File: src/rtl/pong_game_state.sv
// rtl/pong_game_state.sv - per-frame Pong engine: ball, paddles, scores, serve/play/game-over state
// Everything advances only on frame_tick; outputs are registers so the renderer never sees a half-updated frame.
module pong_game_state #(
  parameter int H_ACTIVE     = 640,
  parameter int V_ACTIVE     = 480,
  parameter int BALL_SIZE    = 8,
  parameter int PADDLE_W     = 8,
  parameter int PADDLE_H     = 64,
  parameter int PADDLE_L_X   = 16,
  parameter int PADDLE_R_X   = 616,
  parameter int PADDLE_STEP  = 4,
  parameter int BALL_SPEED   = 2,
  parameter int WIN_SCORE    = 9,
  parameter int SERVE_FRAMES = 60
) (
  input  logic       vga_clk,
  input  logic       reset,
  input  logic       frame_tick,
  input  logic       btn_l_up,
  input  logic       btn_l_dn,
  input  logic       btn_r_up,
  input  logic       btn_r_dn,
  output logic [9:0] ball_x,
  output logic [9:0] ball_y,
  output logic [9:0] paddle_l_y,
  output logic [9:0] paddle_r_y,
  output logic [3:0] score_l,
  output logic [3:0] score_r,
  output logic [1:0] game_state,
  output logic       update_done
);

  localparam int CNT_W = (SERVE_FRAMES > 1) ? $clog2(SERVE_FRAMES) : 1;
  localparam logic [CNT_W-1:0] SERVE_LAST = CNT_W'(SERVE_FRAMES - 1);
  localparam logic [9:0]  BALL_X0   = 10'((H_ACTIVE - BALL_SIZE) / 2);
  localparam logic [9:0]  BALL_Y0   = 10'((V_ACTIVE - BALL_SIZE) / 2);
  localparam logic [9:0]  PADDLE_Y0 = 10'((V_ACTIVE - PADDLE_H) / 2);
  localparam logic [9:0]  X_HIT_L   = 10'(PADDLE_L_X + PADDLE_W);
  localparam logic [9:0]  X_HIT_R   = 10'(PADDLE_R_X - BALL_SIZE);
  localparam logic [9:0]  Y_MAX10   = 10'(V_ACTIVE - BALL_SIZE);
  localparam logic [9:0]  P_MAX10   = 10'(V_ACTIVE - PADDLE_H);
  localparam logic [10:0] SPD       = 11'(BALL_SPEED);
  localparam logic [10:0] SIZE      = 11'(BALL_SIZE);
  localparam logic [10:0] PH        = 11'(PADDLE_H);
  localparam logic [10:0] STEP      = 11'(PADDLE_STEP);
  localparam logic [10:0] X_MAX     = 11'(H_ACTIVE - BALL_SIZE);
  localparam logic [10:0] Y_MAX     = 11'(V_ACTIVE - BALL_SIZE);
  localparam logic [10:0] P_MAX     = 11'(V_ACTIVE - PADDLE_H);
  localparam logic [10:0] L_FACE    = 11'(PADDLE_L_X + PADDLE_W);
  localparam logic [10:0] R_FACE    = 11'(PADDLE_R_X);
  localparam logic [3:0]  WIN       = 4'(WIN_SCORE);

  typedef enum logic [1:0] {SERVE = 2'b00, PLAY = 2'b01, GAMEOVER = 2'b10} state_t;

  state_t           state, state_n;
  logic [CNT_W-1:0] serve_cnt, serve_cnt_n;
  logic             dx_right, dx_right_n, dy_down, dy_down_n;
  logic [9:0]       ball_x_n, ball_y_n, paddle_l_n, paddle_r_n;
  logic [3:0]       score_l_n, score_r_n, score_l_inc, score_r_inc;
  logic [3:0]       btn_meta, btn_sync;
  logic             l_up, l_dn, r_up, r_dn;
  logic [10:0]      bx, by, pl, pr;
  logic             overlap_l, overlap_r, hit_l, hit_r, miss_l, miss_r;

  assign {l_up, l_dn, r_up, r_dn} = btn_sync;
  assign game_state  = state;
  assign bx          = {1'b0, ball_x};
  assign by          = {1'b0, ball_y};
  assign pl          = {1'b0, paddle_l_y};
  assign pr          = {1'b0, paddle_r_y};
  assign score_l_inc = score_l + 4'd1;
  assign score_r_inc = score_r + 4'd1;

  // Collision tests use the paddle positions from before this frame's move.
  assign overlap_l = (by + SIZE > pl) && (by < pl + PH);
  assign overlap_r = (by + SIZE > pr) && (by < pr + PH);
  assign hit_l  = !dx_right && (bx >= L_FACE) && (bx < L_FACE + SPD) && overlap_l;
  assign hit_r  = dx_right && (bx + SIZE <= R_FACE) && (bx + SPD + SIZE > R_FACE) && overlap_r;
  assign miss_l = !dx_right && (bx < SPD);
  assign miss_r = dx_right && (bx + SPD > X_MAX);

  function automatic logic [9:0] paddle_move(input logic [9:0] y, input logic up, input logic dn);
    if (up && !dn) return ({1'b0, y} < STEP) ? 10'd0 : y - 10'(PADDLE_STEP);
    if (dn && !up) return ({1'b0, y} + STEP > P_MAX) ? P_MAX10 : y + 10'(PADDLE_STEP);
    return y;
  endfunction

  always_comb begin
    state_n     = state;
    serve_cnt_n = serve_cnt;
    dx_right_n  = dx_right;
    dy_down_n   = dy_down;
    ball_x_n    = ball_x;
    ball_y_n    = ball_y;
    paddle_l_n  = paddle_l_y;
    paddle_r_n  = paddle_r_y;
    score_l_n   = score_l;
    score_r_n   = score_r;
    case (state)
      SERVE: begin
        paddle_l_n = paddle_move(paddle_l_y, l_up, l_dn);
        paddle_r_n = paddle_move(paddle_r_y, r_up, r_dn);
        if (serve_cnt == SERVE_LAST) begin
          state_n     = PLAY;
          serve_cnt_n = '0;
        end else begin
          serve_cnt_n = serve_cnt + CNT_W'(1);
        end
      end
      PLAY: begin
        paddle_l_n = paddle_move(paddle_l_y, l_up, l_dn);
        paddle_r_n = paddle_move(paddle_r_y, r_up, r_dn);
        if (!dy_down) begin
          if (by < SPD) begin
            ball_y_n  = 10'd0;
            dy_down_n = 1'b1;
          end else begin
            ball_y_n = ball_y - 10'(BALL_SPEED);
          end
        end else if (by + SPD > Y_MAX) begin
          ball_y_n  = Y_MAX10;
          dy_down_n = 1'b0;
        end else begin
          ball_y_n = ball_y + 10'(BALL_SPEED);
        end
        // A miss recentres both axes and serves toward the player who conceded.
        if (hit_l) begin
          ball_x_n   = X_HIT_L;
          dx_right_n = 1'b1;
        end else if (hit_r) begin
          ball_x_n   = X_HIT_R;
          dx_right_n = 1'b0;
        end else if (miss_l) begin
          score_r_n  = score_r_inc;
          ball_x_n   = BALL_X0;
          ball_y_n   = BALL_Y0;
          dx_right_n = 1'b0;
          state_n    = (score_r_inc == WIN) ? GAMEOVER : SERVE;
        end else if (miss_r) begin
          score_l_n  = score_l_inc;
          ball_x_n   = BALL_X0;
          ball_y_n   = BALL_Y0;
          dx_right_n = 1'b1;
          state_n    = (score_l_inc == WIN) ? GAMEOVER : SERVE;
        end else begin
          ball_x_n = dx_right ? ball_x + 10'(BALL_SPEED) : ball_x - 10'(BALL_SPEED);
        end
      end
      GAMEOVER: begin
        if (|btn_sync) begin
          score_l_n   = 4'd0;
          score_r_n   = 4'd0;
          ball_x_n    = BALL_X0;
          ball_y_n    = BALL_Y0;
          paddle_l_n  = PADDLE_Y0;
          paddle_r_n  = PADDLE_Y0;
          serve_cnt_n = '0;
          state_n     = SERVE;
        end
      end
      default: state_n = SERVE;
    endcase
  end

  always_ff @(posedge vga_clk) begin
    if (reset) begin
      btn_meta    <= 4'd0;
      btn_sync    <= 4'd0;
      state       <= SERVE;
      serve_cnt   <= '0;
      dx_right    <= 1'b1;
      dy_down     <= 1'b1;
      ball_x      <= BALL_X0;
      ball_y      <= BALL_Y0;
      paddle_l_y  <= PADDLE_Y0;
      paddle_r_y  <= PADDLE_Y0;
      score_l     <= 4'd0;
      score_r     <= 4'd0;
      update_done <= 1'b0;
    end else begin
      btn_meta    <= {btn_l_up, btn_l_dn, btn_r_up, btn_r_dn};
      btn_sync    <= btn_meta;
      update_done <= frame_tick;
      if (frame_tick) begin
        state      <= state_n;
        serve_cnt  <= serve_cnt_n;
        dx_right   <= dx_right_n;
        dy_down    <= dy_down_n;
        ball_x     <= ball_x_n;
        ball_y     <= ball_y_n;
        paddle_l_y <= paddle_l_n;
        paddle_r_y <= paddle_r_n;
        score_l    <= score_l_n;
        score_r    <= score_r_n;
      end
    end
  end

endmodule

File: config.mk
export PLATFORM = sky130hd
export DESIGN_NAME = pong_game_state
export DESIGN_NICKNAME = d
export VERILOG_FILES = /design/src/rtl/pong_game_state.sv
export SDC_FILE = /design/constraint.sdc
export NUM_CORES = 1
export LEC_CHECK = 0
export CAP_MARGIN = 20
export CORE_MARGIN = 2
export CORE_UTILIZATION = 51
export DETAILED_ROUTE_END_ITERATION = 7
export PLACE_DENSITY = 0.83
export SYNTH_ARGS = -nofsm -noshare
export SYNTH_HDL_FRONTEND = slang
export SYNTH_SLANG_ARGS = --single-unit
File: constraint.sdc
create_clock -name vga_clk -period 4.3 [get_ports vga_clk]
set_clock_uncertainty 0.1 [all_clocks]
set_input_delay 0.86 -clock vga_clk [delete_from_list [all_inputs] [get_ports vga_clk]]
set_output_delay 0.86 -clock vga_clk [all_outputs]
set_load 0.005 [all_outputs]
==> results.md, run 1 <==
- Routed via count: 5894
- Final hold vios: 0
- I/O Buffers: 56
- Detailed Place HPWL: 12300 um
- Avg Vias per Cell: 6.29
- Seq/Total Area, Yosys: 0.229
- H-tree level count: 3
- Die Span X: 110 um
- Number of flops mapped to enable cells by yosys: 0
- Crit Path Category: reg2reg
- Initial antenna violation count: 0
- Vias in the first global route: 5661
- Switching power: 0.427 mW
- Crit. End Element: flip-flop
- Drt drc: 0
- Worst-Skew Late Latency: 0.35 ns
- Final Power: 1.58 mW
- Worst Max-Slew Pin Slew: 0.888 ns
- FF-to-FF Start: ball_y[3]
- Post-Route Setup TNS: 0 ns
- Max-slew headroom: 0.407
- Worst Setup Start Kind: flip-flop
- Unique cell type count in the Yosys netlist: 83
- Sink Count: 66
- Share of layout cells above drive strength 1: 0.0590
- Clk root buf: clkbuf_16
- Worst Hold Depth: 1
- CTS tree: built
- FP Rows: 38
- Clock Tree Buf Depth: 2
- Logic pwr share: 0.106
- MaxCap Viol Count: 0
- DP Area: 6350 um^2
- Die Height: 110 um
- Yosys reg bits: 66
- Register share of total power: 0.407
- Post-route cell area: 6660 um^2
- Final nets: 860
- I/O pin cnt: 58
- Number of hold buffers added after cts: 0
- Largest net degree at the start of global routing: 38
- Arrival @ worst endpoint: 3.91 ns
- Status: complete, no violations
- Setup-failing EPs final: 0
- Final WL: 16500 um
- Die area: 12200 um^2
- Global-route usage over all layers: 0.284
- Post-synth ARST share: 0
- Routed length per instance: 17.6 um
- 1st-pass router iterations: 6
- Mapped Nets: 827
- Detail Route Antenna Nets: 0
- RD Place Congestion: 0.967
- Core footprint: 10900 um^2
- HP Start: btn_meta[2]
- Drt first-iter violations: 460
- RSZ-0062 raised after global routing: false
- Leak: 2.59 nW
- Post-synth top flop: dfxtp_1
- Int Power: 1.15 mW
- Power per cell area: 237 nW/um^2
- Setup Buffers After CTS: 0
- Yosys warns: 0
- Clock share of power: 0.487
- Cell count of the worst reg-to-reg path: 13
- Crit path max fanout: 15
- Global-route wire length before repair: 27100 um
- Fin util: 0.609
- Mean area per synthesized cell: 7.59 um^2
- N_diodes: 0
- Final min period: 3.80 ns
- Post-synthesis cell count: 759
- Initial core utilization: 0.527
- Grt total ovfl: 0
- Mapped Area: 5760 um^2
- Fmax: 0.263 GHz
- P&R area growth vs syn: 15.6%
- Class of the worst hold path: reg2reg
- CTS resizes: 0
- Max VDD drop: 0.000171 V
- Max-slew violations: 0
- Worst Path Required: 4.41 ns
- Switching part of the total: 0.271
- Num CTS Buffers: 9
- Clk slew on worst S/H paths: 0.06 ns
- Worst Setup SP: ball_y[3]
- Final period utilization: 0.884
[Yosys cell counts, drive strengths merged (4+ instances only)]
cell	instances	area share
mux2i	5	0.0087
xnor2	24	0.037
or2	5	0.0059
ha	61	0.13
or3	7	0.0085
and4	7	0.011
a311oi	5	0.0087
buf	15	0.015
a21boi	5	0.0065
o211ai	6	0.0087
nand3b	5	0.0065
or4	4	0.0059
o22ai	8	0.0087
nand2	58	0.039
nor2	75	0.049
nand2b	13	0.014
o31ai	8	0.010
nand3	27	0.023
clkbuf	25	0.016
o21ai	49	0.044
nor2b	18	0.020
a31oi	14	0.015
dfxtp	66	0.23
xor2	11	0.017
inv	42	0.027
and3	7	0.0076
nor3	25	0.022
nand4	19	0.022
a22oi	7	0.0091
a21o	11	0.014
a211oi	12	0.017
and2	4	0.0043
o21a	4	0.0052
a21oi	56	0.052
[worst paths after layout]
kind                            slack, ns          end
worst max register to register       0.50    ball_y[3]
worst max-delay path                 0.50    ball_y[3]
worst min-delay path                 0.33  btn_sync[2]
worst min register to register       0.33  btn_sync[2]
[worst max-delay path: stages (launching register included)]
cell and delay [ns]:
dfxtp_1 0.67, ha_1 0.32, and3_1 0.22, nand3_1 0.12, xnor2_1 0.36, ha_1 0.32, nand4_1 0.09, nor3_1 0.05
o21ai_0 0.15, o2111ai_1 0.22, a311oi_2 0.46, o21ai_2 0.19, o31ai_1 0.29, a22oi_1 0.11
[power by group through the flow]
stage	combinational (mW)	clock, mW	sequential [mW]
finish	0.168	0.769	0.642
global route	0.188	0.804	0.644
CTS	0.165	0.774	0.642
detailed placement	0.163	0	0.655
global placement	0.159	0	0.654
floorplan	0.117	0	0.647
[layout make-up]
| class | count | area (um^2) |
|---|---|---|
| clock buffer | 9 | 225 |
| clock inverter | 7 | 80.1 |
| fill | 966 | 4280 |
| inverter | 42 | 158 |
| multi-input combinational | 611 | 4100 |
| sequential | 66 | 1320 |
| tap | 140 | 175 |
| timing repair buffer | 62 | 601 |
[through the flow]
| stage | instances | worst slack, ns | hold WS (ns) |
|---|---|---|---|
| CTS | 937 | 0.577 | 0.339 |
| global placement | 921 | 0.811 | 0.322 |
| detailed placement | 921 | 0.623 | 0.325 |
| global route | 937 | 0.214 | 0.356 |
| finish | 937 | 0.499 | 0.333 |
| floorplan | 759 | 1.10 | 0.314 |
[cells in the final DEF (no fill, tap or decap), drive strengths merged, types with 6 or more instances in the layout]
cell type	instances
a31oi	14
nand2b	13
inv	46
ha	61
o22ai	8
nor2	75
clkbuf	9
a21o	11
and3	7
a211oi	12
buf	7
nor2b	18
nand2	58
and4	7
o211ai	6
clkdlybuf4s50	55
o21ai	49
a22oi	7
xnor2	24
nor3	25
a21oi	56
or3	7
xor2	11
nand3	27
dfxtp	66
nand4	19
o31ai	8
[cells by family after synthesis]
logic type                 Yosys count  synth area share
xor gates and xnor gates            35            0.0532
adders and majority gates           61             0.133
other                                1          0.000651
DFF                                 66             0.229
and+or+nand+nor                    287             0.257
AOI/OAI and AO/OA                  221             0.258
buffers and inverters               82            0.0589
muxes                                6            0.0106
[registers in the layout (all words and copies together) (netlist names)]
name,count
serve_cnt,6
dy_down,1
update_done,1
btn_sync,4
paddle_l_y,10
ball_y,10
paddle_r_y,10
score_l,4
ball_x,9
dx_right,1
score_r,4
game_state,2
btn_meta,4
[metal layers]
metal,share of wire,GRT usage,routed length (um),vias to the layer above
met5,0,0,0,-
met4,0.028,0.120,463,0
met1,0.42,0.357,6920,2724
met3,0.076,0.0453,1250,45
li1,-,-,-,2839
met2,0.48,0.482,7850,286
No activity file was read; power rests on OpenSTA's default activity.
==> inputs of run 2 (changes only) <==
Settings changed: CTS_BUF_LIST set to sky130_fd_sc_hd__clkbuf_8, PLACE_DENSITY 0.83 to unset, PLACE_DENSITY_LB_ADDON set to 0.05.
==> run 2 against run 1 <==
Global-route usage shrank 0.51 points. Clock power shrank 25%. Routed wire length shrank 1.3%. Setup slack gained 0.14 ns. Total power shrank 12%. First-iteration DRC count grew 12%. Via count shrank 1.7%. Register-to-register slack gained 0.14 ns. Combinational power is essentially flat. Fmax grew 3.7%. Count of clock-buffer cells in the layout grew 1.
==> results.md, run 2 (same netlist as run 1, synthesis figures left out) <==
- Power per cell area: 211 nW/um^2 (-11%)
- Top flop regs: ball_y x10, paddle_l_y x10, paddle_r_y x10
- Final WL: 16300 um (-1.3%)
- Worst-Skew Late Latency: 0.37 ns (+0.02 ns)
- Detailed Place HPWL: 12100 um (-1.8%)
- Die Height: 110 um (unchanged)
- P&R area growth vs syn: 14.1%
- Detail Route Antenna Nets: 0 (unchanged)
- Max-slew headroom: 0.428 (+0.0213)
- Num CTS Buffers: 9 (unchanged)
- Hold slack: 0.336 ns (+0.00321 ns)
- MaxCap Viol Count: 0 (unchanged)
- Fmax: 0.273 GHz (+3.7%)
- Clock Tree Buf Depth: 2 (unchanged)
- CTS tree: built
- Die area: 12200 um^2 (unchanged)
- Arrival @ worst endpoint: 3.87 ns (-0.04 ns)
- Sink Count: 66 (unchanged)
- Initial core utilization: 0.527 (unchanged)
- FF-to-FF Start: ball_y[3]
- Worst Setup Start Kind: flip-flop
- Worst path max stage delay: 0.63 ns (-0.04 ns)
- Avg Vias per Cell: 6.17 (-1.8%)
- Final period utilization: 0.852 (-0.0316)
- Fillers: 1012 (+4.8%)
- GRT Max-Usage Layer: met2
- Cell repeated most along the worst path: ha_1
- Drt first-iter violations: 517 (+12%)
- Routed via count: 5792 (-1.7%)
- Share of layout cells above drive strength 1: 0.0602 (+0.00118)
- Critical Path Slowest Stage Cell: dfxtp_1
- Worst Hold Depth: 1 (unchanged)
- Leak: 2.56 nW (-1.3%)
- M3 GR Usage: 0.0412 (-0.00412)
- Max VDD drop: 0.000204 V (+20%)
- HP Start: btn_meta[3]
- Final Power: 1.38 mW (-12%)
- N_diodes: 0 (unchanged)
- RSZ-0062 raised after global routing: false
- Worst Path Required: 4.50 ns (+0.09 ns)
- Final nets: 861 (+0.12%)
- Crit path max fanout: 15 (unchanged)
- Met1 usage: 0.381 (+0.0237)
- Setup-failing EPs final: 0 (unchanged)
- Crit. End Element: flip-flop
- Crit Path Category: reg2reg
- Commonest non-fill, non-tap cell in the layout: nor2_1
- CP cell instances: ha_1 > and3_1 > nand3_1 > xnor2_1 > ha_1 > nor2_1 > o21ai_0 > a221o_1 > o2111ai_1 > a311oi_2 > or3_4 > or3_1 > o21ai_1
- 1st-pass router iterations: 6 (unchanged)
- Class of the worst hold path: reg2reg
- Hold EP: btn_sync[3]
- Number of hold buffers added after cts: 0 (unchanged)
- Status: complete, no violations
- Cell count of the worst reg-to-reg path: 13 (unchanged)
- Footprint of the multi-input gates: 4100 um^2 (unchanged)
- Worst Max-Slew Pin Slew: 0.856 ns (-0.0319 ns)
- Grt total ovfl: 0 (unchanged)
- RR Endpoint: score_l[3]
- Most frequent cells in the layout: nor2_1 (75), dfxtp_1 (66), ha_1 (61), nand2_1 (56), clkdlybuf4s50_1 (55)
- Global-route wire length before repair: 26900 um (-0.71%)
- Post-Route Setup TNS: 0 ns (unchanged)
- Final hold vios: 0 (unchanged)
- R2r setup slk: 0.64 ns (+0.14 ns)
- Final min period: 3.66 ns (-0.136 ns)
- Max-slew violations: 0 (unchanged)
- CTS resizes: 0 (unchanged)
- RD Place Congestion: 0.902 (-6.7%)
- I/O Buffers: 56 (unchanged)
- Clk slew on worst S/H paths: 0.08 ns (+0.02 ns)
- Met2 usage: 0.451 (-0.0311)
- Initial antenna violation count: 0 (unchanged)
- Drt drc: 0 (unchanged)
- Clk root buf: clkbuf_8
- Routed length per instance: 17.3 um (-1.5%)
- H-tree level count: 3 (unchanged)
- Setup Buffers After CTS: 0 (unchanged)
- Core footprint: 10900 um^2 (unchanged)
- I/O pin cnt: 58 (unchanged)
- Die Span X: 110 um (unchanged)
- Largest net degree at the start of global routing: 53 (+39%)
- Register area: 1320 um^2 (unchanged)
- Global-route usage over all layers: 0.279 (-0.00514)
- Vias in the first global route: 5370 (-5.1%)
- FP Rows: 38 (unchanged)
## run 2: changes by cell type in the layout (fill, tap and decap cells not counted), sizes merged
cell and change:
clkbuf +2, clkinv +2, clkinvlp -1, inv -2
## run 2: layout make-up
cell class	count	share of cell area
sequential	66	0.201
clock buffer	10	0.0209
clock inverter	6	0.0110
inverter	42	0.0240
timing repair buffer	63	0.0926
tap	140	0.0267
multi-input combinational	611	0.624
## run 2: worst max-delay path: cells and delay by family, from the launching register on
family | cells | cell delay (ns)
compound gates | 5 | 0.88
simple gates | 5 | 1.21
xor+xnor | 1 | 0.23
fa+ha+maj | 2 | 0.55
flops | 1 | 0.63
## run 2: routing by layer
layer | part of all wire | wire, um | up-vias
met5 | 0 | 0 | -
met4 | 0.018 | 288 | 0
met3 | 0.060 | 969 | 23
met2 | 0.46 | 7530 | 224
met1 | 0.46 | 7470 | 2704
li1 | - | - | 2841
## run 2: through the flow
step	instances	util	cell area, um^2	setup WS [ns]
2_1_floorplan	759	-	5760	1.10
3_3_place_gp	922	0.582	6360	0.778
3_5_place_dp	922	0.582	6360	0.687
4_1_cts	938	0.601	6570	0.665
5_1_grt	938	0.601	6570	0.276
6_report	938	0.601	6570	0.635
## run 2: worst max-delay path by stage
stage,start,end,slack (ns),cells after the start
after floorplan,ball_y[4],score_l[3],1.10,11
after global placement,ball_y[3],score_l[3],0.78,13
after detailed placement,ball_y[3],score_l[3],0.69,13
after CTS,ball_y[3],score_l[3],0.66,13
after global routing,ball_y[3],ball_y[3],0.28,13
final,ball_y[3],score_l[3],0.64,13
## run 2: report_power, final
group	switching [mW]	total, mW	internal (mW)	leakage [nW]
combinational	0.0934	0.166	0.0724	1.92
sequential	0.0188	0.641	0.622	0.536
clock	0.288	0.578	0.290	0.103
